$ cat config.mk
export PLATFORM = sky130hd
export DESIGN_NAME = hex_display_mmio
export DESIGN_NICKNAME = d
export VERILOG_FILES = /design/src/rtl/hex_display_mmio.sv
export SDC_FILE = /design/constraint.sdc
export NUM_CORES = 1
export LEC_CHECK = 0
export CORE_ASPECT_RATIO = 1.25
export CORE_UTILIZATION = 47
export CTS_BUF_LIST = sky130_fd_sc_hd__clkbuf_4 sky130_fd_sc_hd__clkbuf_8
export CTS_CLUSTER_DIAMETER = 120
export CTS_CLUSTER_SIZE = 24
export DETAILED_ROUTE_END_ITERATION = 12
export PLACE_DENSITY_LB_ADDON = 0.25
export SYNTH_ARGS = -nofsm -noshare
export SYNTH_HDL_FRONTEND = slang
export SYNTH_SLANG_ARGS = --single-unit
export TNS_END_PERCENT = 1
$ cat constraint.sdc
create_clock -name clk -period 2.76 [get_ports clk]
set_input_delay 0.414 -clock clk [delete_from_list [all_inputs] [get_ports clk]]
set_output_delay 0.414 -clock clk [all_outputs]
set_load 0.01 [all_outputs]
$ cat src/rtl/hex_display_mmio.sv
// hex_display_mmio: memory-mapped hex display driver.
//   DATA at BASE_ADDR holds one nibble per digit, CTRL at BASE_ADDR+4 holds
//   EN (bit 0), BLINK (bit 1) and a per-digit BLANK mask (bits [8+N-1:8]).
//   Drives both a static segment bus (all digits at once) and a
//   time-multiplexed bus with a one-hot digit enable.
//   Optional feature macro: HEX_DISPLAY_BLINK_EN adds an 8-bit blink counter
//   clocked by the scan tick; without it BLINK reads 0 and never blanks.
module hex_display_mmio #(
  parameter int unsigned NUM_DIGITS = 2,
  parameter logic [31:0] BASE_ADDR  = 32'h0000_0014,
  parameter int unsigned SCAN_DIV   = 4096,
  parameter bit          ACTIVE_LOW = 1'b1
) (
  input  logic                    clk,
  input  logic                    reset_n,
  input  logic                    MemWrite,
  input  logic [31:0]             Adr,
  input  logic [31:0]             WriteData,
  output logic [31:0]             rdata_o,
  output logic                    hit_o,
  output logic [7*NUM_DIGITS-1:0] seg_o,
  output logic [6:0]              seg_mux_o,
  output logic [NUM_DIGITS-1:0]   dig_en_o
);

  localparam int unsigned DW = 4 * NUM_DIGITS;
  localparam int unsigned SEGW = 7 * NUM_DIGITS;
  localparam int unsigned PW = (SCAN_DIV > 1) ? $clog2(SCAN_DIV) : 1;
  localparam int unsigned SW = (NUM_DIGITS > 1) ? $clog2(NUM_DIGITS) : 1;
  localparam logic [31:0] CTRL_ADDR = BASE_ADDR + 32'd4;
  localparam logic [PW-1:0] PRESC_MAX = PW'(SCAN_DIV - 1);
  localparam logic [SW-1:0] SCAN_MAX = SW'(NUM_DIGITS - 1);

  // Reject illegal configurations at elaboration time.
  if (NUM_DIGITS < 1 || NUM_DIGITS > 8) begin : g_bad_digits
    $error("hex_display_mmio: NUM_DIGITS must be 1..8");
  end
  if (SCAN_DIV < 2 || SCAN_DIV > (1 << 20)) begin : g_bad_div
    $error("hex_display_mmio: SCAN_DIV must be 2..2^20");
  end

  // Standard seven-segment patterns {G,F,E,D,C,B,A}, 1 = lit.
  function automatic logic [6:0] hex7(input logic [3:0] v);
    logic [6:0] s;
    case (v)
      4'h0: s = 7'h3F;
      4'h1: s = 7'h06;
      4'h2: s = 7'h5B;
      4'h3: s = 7'h4F;
      4'h4: s = 7'h66;
      4'h5: s = 7'h6D;
      4'h6: s = 7'h7D;
      4'h7: s = 7'h07;
      4'h8: s = 7'h7F;
      4'h9: s = 7'h6F;
      4'hA: s = 7'h77;
      4'hB: s = 7'h7C;
      4'hC: s = 7'h39;
      4'hD: s = 7'h5E;
      4'hE: s = 7'h79;
      default: s = 7'h71;
    endcase
    return s;
  endfunction

  // ---------------------------------------------------------------------
  // Bus decode
  // ---------------------------------------------------------------------
  logic sel_data, sel_ctrl, wr_data, wr_ctrl;

  assign sel_data = (Adr == BASE_ADDR);
  assign sel_ctrl = (Adr == CTRL_ADDR);
  assign wr_data  = MemWrite && sel_data;
  assign wr_ctrl  = MemWrite && sel_ctrl;
  assign hit_o    = sel_data || sel_ctrl;

  // Only the low bits of WriteData are stored; fold the rest away so the
  // port is visibly consumed in every configuration.
  logic unused_wdata;
  assign unused_wdata = ^WriteData;

  // ---------------------------------------------------------------------
  // DATA / CTRL registers
  // ---------------------------------------------------------------------
  logic [DW-1:0]         data_q, data_d;
  logic                  en_q, en_d;
  logic [NUM_DIGITS-1:0] blank_q, blank_d;

  // Next-state for the software-visible registers.
  always_comb begin
    // NOTE: every always_comb output gets a default first so no path can
    // leave it unassigned and infer a latch.
    data_d  = data_q;
    en_d    = en_q;
    blank_d = blank_q;
    if (wr_data) begin
      data_d = WriteData[DW-1:0];
    end
    if (wr_ctrl) begin
      en_d    = WriteData[0];
      blank_d = WriteData[8 +: NUM_DIGITS];
    end
  end

  // Register state; reset leaves the display enabled showing zeros.
  always_ff @(posedge clk or negedge reset_n) begin
    if (!reset_n) begin
      // NOTE: sequential state uses non-blocking assignments so all flops
      // sample pre-edge values regardless of statement order.
      data_q  <= '0;
      en_q    <= 1'b1;
      blank_q <= '0;
    end else begin
      data_q  <= data_d;
      en_q    <= en_d;
      blank_q <= blank_d;
    end
  end

  // ---------------------------------------------------------------------
  // Prescaler and scan index
  // ---------------------------------------------------------------------
  logic [PW-1:0] presc_q, presc_d;
  logic [SW-1:0] scan_q, scan_d;
  logic          tick;

  // The tick is the last prescaler count; while disabled nothing counts,
  // which also makes an EN 0->1 restart at digit 0 with prescaler 0.
  assign tick = en_q && (presc_q == PRESC_MAX);

  // Next-state for prescaler and scan index.
  always_comb begin
    presc_d = presc_q;
    scan_d  = scan_q;
    if (!en_q) begin
      presc_d = '0;
      scan_d  = '0;
    end else if (tick) begin
      presc_d = '0;
      scan_d  = (scan_q == SCAN_MAX) ? '0 : scan_q + SW'(1);
    end else begin
      presc_d = presc_q + PW'(1);
    end
  end

  // Prescaler and scan index registers.
  always_ff @(posedge clk or negedge reset_n) begin
    if (!reset_n) begin
      presc_q <= '0;
      scan_q  <= '0;
    end else begin
      presc_q <= presc_d;
      scan_q  <= scan_d;
    end
  end

  // ---------------------------------------------------------------------
  // Optional blink
  // ---------------------------------------------------------------------
  logic blink_bit;
  logic blink_dark;

`ifdef HEX_DISPLAY_BLINK_EN
  logic       blink_q, blink_d;
  logic [7:0] blink_cnt_q, blink_cnt_d;

  // BLINK control bit and a free-running tick counter whose MSB is the phase.
  always_comb begin
    blink_d     = blink_q;
    blink_cnt_d = blink_cnt_q;
    if (wr_ctrl) begin
      blink_d = WriteData[1];
    end
    if (tick) begin
      blink_cnt_d = blink_cnt_q + 8'd1;
    end
  end

  // Blink registers.
  always_ff @(posedge clk or negedge reset_n) begin
    if (!reset_n) begin
      blink_q     <= 1'b0;
      blink_cnt_q <= '0;
    end else begin
      blink_q     <= blink_d;
      blink_cnt_q <= blink_cnt_d;
    end
  end

  assign blink_bit  = blink_q;
  assign blink_dark = blink_q && blink_cnt_q[7];
`else
  assign blink_bit  = 1'b0;
  assign blink_dark = 1'b0;
`endif

  // ---------------------------------------------------------------------
  // Readback
  // ---------------------------------------------------------------------
  logic [31:0] ctrl_word;

  // Assemble CTRL and select the readback word for the current address.
  always_comb begin
    ctrl_word                   = '0;
    ctrl_word[0]                = en_q;
    ctrl_word[1]                = blink_bit;
    ctrl_word[8 +: NUM_DIGITS]  = blank_q;
    rdata_o                     = '0;
    if (sel_data) begin
      rdata_o = 32'(data_q);
    end else if (sel_ctrl) begin
      rdata_o = ctrl_word;
    end
  end

  // ---------------------------------------------------------------------
  // Segment generation (logical polarity, 1 = lit / enabled)
  // ---------------------------------------------------------------------
  logic [SEGW-1:0]       seg_l;
  logic [6:0]            mux_l;
  logic [NUM_DIGITS-1:0] dig_l;

  // Decode each digit, darken it when disabled/blanked/blink-off, and pick
  // the scanned digit for the multiplexed bus.
  always_comb begin
    seg_l = '0;
    mux_l = '0;
    dig_l = '0;
    for (int i = 0; i < NUM_DIGITS; i++) begin
      if (en_q && !blank_q[i] && !blink_dark) begin
        seg_l[7*i +: 7] = hex7(data_q[4*i +: 4]);
      end
    end
    for (int i = 0; i < NUM_DIGITS; i++) begin
      if (scan_q == SW'(i)) begin
        mux_l    = seg_l[7*i +: 7];
        dig_l[i] = en_q;
      end
    end
  end

  // ---------------------------------------------------------------------
  // Output registers and pin polarity
  // ---------------------------------------------------------------------
  logic [SEGW-1:0]       seg_q;
  logic [6:0]            mux_q;
  logic [NUM_DIGITS-1:0] dig_q;

  // Register the pins so they change one edge after the register state.
  always_ff @(posedge clk or negedge reset_n) begin
    if (!reset_n) begin
      seg_q <= '0;
      mux_q <= '0;
      dig_q <= '0;
    end else begin
      seg_q <= seg_l;
      mux_q <= mux_l;
      dig_q <= dig_l;
    end
  end

  assign seg_o     = ACTIVE_LOW ? ~seg_q : seg_q;
  assign seg_mux_o = ACTIVE_LOW ? ~mux_q : mux_q;
  assign dig_en_o  = ACTIVE_LOW ? ~dig_q : dig_q;

endmodule
==> flow_summary.toml <==
[clock_tree]
root_buffer = "clkbuf_8"
cts_hold_buf = 0
htreeDepth = 2
cts.path.max_buffers = 2
postCtsSetupRepairBufs = 0
insertion_delay_ns = 0.30
cts_tree = "yes"
numCtsBuffers = 5
cts.sinks = 47
cts.clk_slew.worst_paths_ns = 0.09

[grt]
grt_pass1_vias = 2022
overflow = 0
track_usage_pct = 19.3
grt_pass1_wl_um = 9110
antenna_found_initial = 0
grt_max_degree = 48

[detailed_routing]
firstDrtPassIters = 9
route.met2.wl_um = 2890
wire_per_inst_um = 12.8
first_iter_violations = 117
wl_met1_um = 2070
antenna_left = 0
drt_wl_total_um = 5390
route.detailed.drc = 9
via_count = 2070
vias_per_cell = 4.92
maxUsedRoutingLayer = "met4"
wl_met3_um = 369

[floorplanning]
dieArea_um2 = 6210
fp-row-count = 30
die_y_um = 87.9
start_util_pct = 49.9
dieWidth_um = 70.7
core-area_um2 = 5560
ioPinCount = 123

[layout]
layout-drive-gt1-share_pct = 13.4
layout.cells.non_filler = 421
final_area_um2 = 3690
area_growth_pct = 33.0
final_util_pct = 66.4
final_nets = 436
antennaDiodeCount = 0

[outcome]
status = "finished, violations left"
violations = "design-rule violations"

[synth]
syn_area_per_cell_um2 = 9.97
async_reset_ff_share_pct = 100
synth_ff_type = "dfrtp_1"
ys_seq_area_share_pct = 42.5
ys_top_cells_by_count = "dfrtp_1, inv_1, nor2_1"
yosysMostFrequentCell = "dfrtp_1"
synth_area_leaders = "dfrtp_1, buf_4, ha_1, inv_1, mux2_4"
synth_edf_count = 0
synth_area_um2 = 2770
syn_inst = 278
synth_cell_type_count = 42
synth-seq-cells = 47
yosys_warnings = 0
synth_top_area_share_pct = 41.5
yosys.area.top_type = "dfrtp_1"

[sta]
fin_skew_ns = 0.00850
fmax_mhz = 414
fin_crit_sh_pct = 87.6
slew_headroom_pct = 34.3
worst_pin_slew_ns = 0.985
rsz0062_at_grt = "false"
setup_slack_ns = 0.343
period_needed_ns = 2.42
whs_ns = 0.270
drv_slew = 0
finalSetupViolations = 0
hold_viol = 0

[placement]
gp_congestion = 0.817
place_area_um2 = 3530
hpwlAfterDp_um = 4100
place_ws_ns = -0.0590
portBuffers = 78
placed_cells = 413

[flow_run]
drv_cap = 0

[setup_path]
r2r-end = "mux_q[4]"
r2r_slack_ns = 0.93
crit_fanout = 6
startpoint_type = "input pin"
crit_path_end = "rdata_o[9]"
arrival_ns = 2.00
reg2reg_depth = 5
critPathLaunch = "Adr[10]"
path_class = "in -> out"
endpoint_kind = "output port"
crit-reg2reg-launch = "data_q[1]"
worst_ep_required_time_ns = 2.35

[pwr]
ir_drop_v = 0.000170
p_per_area_nw_per_um2 = 337
p_leak_uw = 0.00182

[min_path]
min_path_type = "in -> async"
## final cells by class
cell class                 count  area [µm²]
clock inverter                 1        8.76
inverter                      33         124
sequential                    47        1180
fill                         445        1870
timing repair buffer          82         833
tap                           64        80.1
clock buffer                   7        90.1
multi-input combinational    187        1380
## sequential cells by signal, indices dropped and copies added (netlist names)
name	flops
data_q	8
seg_q	14
presc_q	12
dig_q	2
en_q	1
blank_q	2
mux_q	7
scan_q	1
## through the flow
| step | power (µW) | TNS [ns] |
|---|---|---|
| global route | 1300 | 0 |
| CTS | 1250 | 0 |
| floorplan | 745 | 0 |
| finish | 1240 | 0 |
| global placement | 803 | -0.352 |
| detailed placement | 804 | -0.361 |
## cells in the final DEF, fill, tap and decap left out, drive strengths merged
cell type / instances
clkdlybuf4s50: 66
o2111ai: 1
and4: 2
nand2: 5
clkbuf: 7
mux2i: 2
nor3: 1
conb: 22
or2: 4
nand3: 10
dfrtp: 46
o21ai: 4
or3b: 2
a311oi: 4
buf: 5
nor4: 9
a21oi: 13
dfstp: 1
and3: 3
ha: 13
nand4: 4
o31ai: 1
clkinv: 1
inv: 33
nand2b: 7
dlymetal6s2s: 11
nor4b: 1
xnor2: 6
and2: 11
nor2: 24
a21boi: 1
or3: 1
a211oi: 2
xor2: 4
nor2b: 9
mux2: 17
a221oi: 2
a211o: 2
## where the power goes
group / switching (µW) / internal (µW)
clock network: 233 / 215
logic: 46.4 / 60.2
registers: 0.00000495 / 688
total: 279 / 963
## how the worst min path moves through the flow
stage	from	to	slack (ns)	depth (start not counted)
after floorplan	reset_n	blank_q[0]	0.12	0
after global placement	presc_q[0]	presc_q[0]	0.51	1
after detailed placement	presc_q[0]	presc_q[0]	0.53	1
after CTS	reset_n	seg_q[11]	0.31	1
after global routing	reset_n	seg_q[11]	0.36	1
final	reset_n	seg_q[11]	0.27	1
## logic make-up after synthesis
logic type / after synthesis / share of synthesized area [%]
simple gates: 93 / 20.6
mux: 19 / 8.71
compound gates: 30 / 6.99
fa+ha+maj: 13 / 5.87
xor+xnor: 10 / 3.16
buf+inv: 65 / 12.0
other cells: 1 / 0.135
flops: 47 / 42.5
## worst max-delay path, stage by stage
cell and delay, ns:
clkdlybuf4s50_1 0.42, nor4_2 0.28, and4_1 0.27, buf_4 0.16, and2_1 0.13, and3_1 0.17, dlymetal6s2s_1 0.16
## routing by layer
layer  vias to the layer above  track usage (%)
li1                       1036                -
met1                       953             21.7
met2                        77             35.1
met3                         4             4.95
met4                         0             7.64
met5                         -                0
## repair_timing
action | 4_1_cts | 5_1_grt
gates resized for setup | 2 | 15
endpoints found under the setup margin | 8 | 11
pin swaps | 2 | 2
Note: power is estimated with default switching activity, not from simulation.
